[src/rtl/fifo_arb_pkg.sv]
// Shared constants for the two-producer FIFO front end.
package fifo_arb_pkg;

  localparam int unsigned DEPTH_DEF      = 8;
  localparam int unsigned DATA_WIDTH_DEF = 4;
  localparam int unsigned CAP_DEF        = DEPTH_DEF - 1;
  localparam int unsigned COUNT_W_DEF    = $clog2(DEPTH_DEF) + 1;

  // One entry is always kept free, so the usable capacity is DEPTH-1.
  function automatic int unsigned cap_of(input int unsigned depth);
    return depth - 1;
  endfunction

  function automatic int unsigned count_w_of(input int unsigned depth);
    return $clog2(depth) + 1;
  endfunction

endpackage

[src/rtl/fifo_arb_rr_arb2.sv]
// Two-way round-robin arbiter; prio names the winner when both request.
module rr_arb2 (
  input  logic clk,
  input  logic rst_n,
  input  logic en,
  input  logic req0,
  input  logic req1,
  output logic gnt0,
  output logic gnt1
);

  logic prio_q;

  always_comb begin
    gnt0 = en & req0 & (~req1 | ~prio_q);
    gnt1 = en & req1 & (~req0 | prio_q);
  end

  // Winner k hands priority to the other requester; no grant holds it.
  always_ff @(posedge clk) begin
    if (!rst_n) begin
      prio_q <= 1'b0;
    end else if (gnt0) begin
      prio_q <= 1'b1;
    end else if (gnt1) begin
      prio_q <= 1'b0;
    end
  end

endmodule

[src/rtl/fifo_arb.sv]
// Arbitrated write port, pop control and occupancy tracking for an external FIFO.
module fifo_arb
  import fifo_arb_pkg::*;
#(
  parameter  int unsigned DEPTH      = DEPTH_DEF,
  parameter  int unsigned DATA_WIDTH = DATA_WIDTH_DEF,
  localparam int unsigned CAP        = cap_of(DEPTH),
  localparam int unsigned CW         = count_w_of(DEPTH)
) (
  input  logic                  clk_i,
  input  logic                  rst_ni,
  input  logic                  flush_i,
  input  logic                  req0_i,
  input  logic                  req1_i,
  input  logic [DATA_WIDTH-1:0] data0_i,
  input  logic [DATA_WIDTH-1:0] data1_i,
  output logic                  gnt0_o,
  output logic                  gnt1_o,
  input  logic                  pop_i,
  output logic                  rvalid_o,
  output logic [DATA_WIDTH-1:0] rdata_o,
  output logic                  fifo_wr_en_o,
  output logic [DATA_WIDTH-1:0] fifo_wdata_o,
  output logic                  fifo_rd_en_o,
  input  logic [DATA_WIDTH-1:0] fifo_data_i,
  output logic                  fifo_rst_no,
  output logic [CW-1:0]         count_o,
  output logic                  full_o,
  output logic                  empty_o
);

  logic [CW-1:0] count_q;
  logic [CW-1:0] count_d;
  logic          rvalid_q;
  logic          wr_ok;
  logic          wr_acc;
  logic          pop_ok;

  // Reset is folded into the enables so nothing fires while rst_ni is low.
  assign wr_ok  = rst_ni & ~flush_i & (count_q < CW'(CAP));
  assign pop_ok = rst_ni & ~flush_i & pop_i & (count_q != '0);
  assign wr_acc = gnt0_o | gnt1_o;

  rr_arb2 u_arb (
    .clk  (clk_i),
    .rst_n(rst_ni),
    .en   (wr_ok),
    .req0 (req0_i),
    .req1 (req1_i),
    .gnt0 (gnt0_o),
    .gnt1 (gnt1_o)
  );

  always_comb begin
    count_d = count_q;
    case ({wr_acc, pop_ok})
      2'b10:   count_d = count_q + CW'(1);
      2'b01:   count_d = count_q - CW'(1);
      default: count_d = count_q;
    endcase
  end

  always_ff @(posedge clk_i) begin
    if (!rst_ni) begin
      count_q  <= '0;
      rvalid_q <= 1'b0;
    end else if (flush_i) begin
      count_q  <= '0;
      rvalid_q <= 1'b0;
    end else begin
      count_q  <= count_d;
      rvalid_q <= pop_ok;
    end
  end

  assign fifo_wr_en_o = wr_acc;
  assign fifo_wdata_o = gnt1_o ? data1_i : data0_i;
  assign fifo_rd_en_o = pop_ok;
  assign fifo_rst_no  = rst_ni & ~flush_i;
  assign rvalid_o     = rvalid_q;
  assign rdata_o      = fifo_data_i;
  assign count_o      = count_q;
  assign full_o       = rst_ni & (count_q == CW'(CAP));
  assign empty_o      = ~rst_ni | (count_q == '0);

endmodule
[config.mk]
export PLATFORM = sky130hd
export DESIGN_NAME = fifo_arb
export DESIGN_NICKNAME = d
export VERILOG_FILES = /design/src/rtl/fifo_arb_pkg.sv /design/src/rtl/fifo_arb_rr_arb2.sv /design/src/rtl/fifo_arb.sv
export SDC_FILE = /design/constraint.sdc
export NUM_CORES = 1
export LEC_CHECK = 0
export CORE_MARGIN = 4
export CORE_UTILIZATION = 32
export CTS_BUF_LIST = sky130_fd_sc_hd__clkbuf_16
export DETAILED_ROUTE_END_ITERATION = 8
export PLACE_DENSITY_LB_ADDON = 0.25
export SLEW_MARGIN = 20
export SYNTH_ARGS = -nofsm -noshare
export SYNTH_HDL_FRONTEND = slang
export SYNTH_SLANG_ARGS = --single-unit
[constraint.sdc]
create_clock -name clk_i -period 3.5 [get_ports clk_i]
set_clock_uncertainty 0.1 [all_clocks]
set_input_delay 0.7 -clock clk_i [delete_from_list [all_inputs] [get_ports clk_i]]
set_output_delay 0.7 -clock clk_i [all_outputs]
set_load 0.1 [all_outputs]
==> run metrics <==
VDD IR max 0.3001 mV; Max clock buf depth 2; postcts setup bufs 0; crit path cell chain clkdlybuf4s50_1 -> nand2b_4 -> nor3b_4 -> o21ai_0 -> ha_1 -> ha_1 -> a21oi_1 -> a21oi_1 -> or4_1 -> a21oi_1; synthesized cell area 503.0 sq um; normalized max-slew margin 35.55%; CTS Hold Bufs 0; layout cells sized above 1 35.29%; total track usage 12.20%; CTS tree built; Async SR Flop Fraction 0%; diodes inserted 0; # port buffers 29; total wire length 1331 um; Die Height 47.65 um; initial drt markers 4; slowest stage cell, crit path clkdlybuf4s50_1; root buffer cell clkbuf_16; Die Wd 47.65 um; worst-margin pin slew 0.9637 ns; Tmin final 3.154 ns; Fmax 0.3171 GHz; CP required 3.56 ns; Synth top area share 23.88%; first drt pass iteration count 2; pwr dens 385.7 nW/um^2; Cell variety after synth 22; max-slew violation count 0; hold path start u_arb.prio_q$_SDFFE_PN0P_; R2R depth 8; startpoint types input pin; RR Endpoint count_o[3]$_SDFFE_PP0P_; crit-path most repeated cell a21oi_1; Syn Inst Count 57; GRT Residual Overflow 0; arrival time worst endpoint 3.21 ns; flip-flop and latch count after synthesis 6; worst hold stages 1; hpwl dp 1072 um; Synthesized Nets 79; mean post-synth cell area 8.824 sq um; status finished clean; clock latency on the worst-skew pair 0.23 ns; Core Box Area 1489 sq um; via/cell ratio 5.000; Starting Density 33.78%; CTS resizes 0; MaxCap Viol Count 0; drc violations 0; worst r2r src count_o[3]$_SDFFE_PP0P_; Fin Setup TNS 0 ns; largest net degree at the start of global routing 8; endpoints failing hold 0; Pwr Total 0.0003620 W; Wirelength per Cell 13.18 um; Hold EP u_arb.prio_q$_SDFFE_PN0P_; Synth Flop Type dfxtp_1; total number of vias 505; r2r setup slk 0.62 ns; # setup viols final 0; io pins 38; die area 2270 sq um; Hold Crit Class reg -> reg; final period utilization 90.10%; Leak 0.4132 nW; TritonCTS Buffers 3; EDFF count, synth 0; WS Path Type in -> reg; initial antenna violation count 0; # clock sinks 6; Routed Antenna Nets 0; CTS HTree Levels 1; GP Congestion 0.7579; number of global-route vias before repair 456; Layout area overhead 86.57%; CP top delay family simple AND/OR/NAND/NOR gates; most common cell after layout, fill and taps aside clkdlybuf4s50_1; Largest stage delay, worst path 0.54 ns; Seq/Total Area, Yosys 23.88%; row count 14; Worst-path clk slew 0.03 ns; CP bufs+invs 1; crit-path max FO 6; Yosys warnings 0; Area contributors post-synth dfxtp_1, mux2_4, ha_1; Post-layout nets 109; Synth area leader dfxtp_1; commonest non-fill, non-tap cells in the layout clkdlybuf4s50_1, buf_12, buf_4; global-route wire length before repair 1945 um; unrepaired setup endpoints after global routing false; Critical Path Sink Type flip-flop
where the power goes:
group / switching (W) / leakage [nW] / internal, W
clock: 0.0000376 / 0.0370 / 0.000147
sequential: 0.00000161 / 0.0485 / 0.0000700
combinational: 0.0000634 / 0.328 / 0.0000428
synthesized netlist by cell type, types with 2 or more instances:
| master | count |
|---|---|
| inv_1 | 7 |
| nand3_1 | 2 |
| buf_4 | 4 |
| a21oi_1 | 7 |
| or4_1 | 2 |
| mux2_4 | 4 |
| ha_1 | 3 |
| and3_1 | 3 |
| xor2_1 | 2 |
| dfxtp_1 | 6 |
| nor2_1 | 5 |
| nand2_1 | 2 |
per-layer routing:
metal  vias up  part of all wire [%]  track usage (%)
met1       224                    36            13.93
met3         2                    15            3.008
met5         -                     0                0
li1        250                     -                -
met2        29                    48            21.39
met4         0                  0.45            5.376
layout make-up:
class / instances / area (sq um)
Clock buffer: 3 / 75.07
Multi-Input combinational cell: 39 / 332.8
Timing Repair Buffer: 30 / 360.3
Tap cell: 16 / 20.02
Inverter: 7 / 30.03
Fill cell: 104 / 550.5
Sequential cell: 6 / 120.1
per-stage QoR:
step | hold slack [ns] | cells | setup WS, ns | area, sq um | util [%]
global placement | 0.4060 | 98 | 0.1760 | 863.3 | 57.98
global route | 0.4917 | 101 | 0.1430 | 938.4 | 63.03
finish | 0.4477 | 101 | 0.3464 | 938.4 | 63.03
detailed placement | 0.4486 | 98 | 0.1208 | 863.3 | 57.98
floorplan | 0.3811 | 57 | 0.004061 | 516.7 | -
CTS | 0.4563 | 101 | 0.3365 | 938.4 | 63.03
worst max-delay path by stage:
stage	from	end	slack, ns	depth (start not counted)
6_report	rst_ni	count_o[3]$_SDFFE_PP0P_	0.35	10
5_1_grt	rst_ni	count_o[3]$_SDFFE_PP0P_	0.14	10
4_1_cts	rst_ni	count_o[3]$_SDFFE_PP0P_	0.34	10
3_5_place_dp	rst_ni	count_o[3]$_SDFFE_PP0P_	0.12	10
3_3_place_gp	rst_ni	count_o[3]$_SDFFE_PP0P_	0.18	10
2_1_floorplan	flush_i	count_o[3]$_SDFFE_PP0P_	0.004	9
cell families after synthesis:
| logic type | Yosys count | synth area share, % |
|---|---|---|
| buffers and inverters | 12 | 11.94 |
| AOI/OAI and AO/OA | 10 | 11.19 |
| DFF | 6 | 23.88 |
| muxes | 4 | 11.94 |
| adders and majority gates | 4 | 11.44 |
| and+or+nand+nor | 19 | 26.12 |
| xor gates and xnor gates | 2 | 3.483 |
flip-flops by register name, indices dropped and copies added, names as in the netlist:
signal / flops
count_o: 4
rvalid_o: 1
u_arb.prio_q: 1
Note: power is estimated with default switching activity, not from simulation.
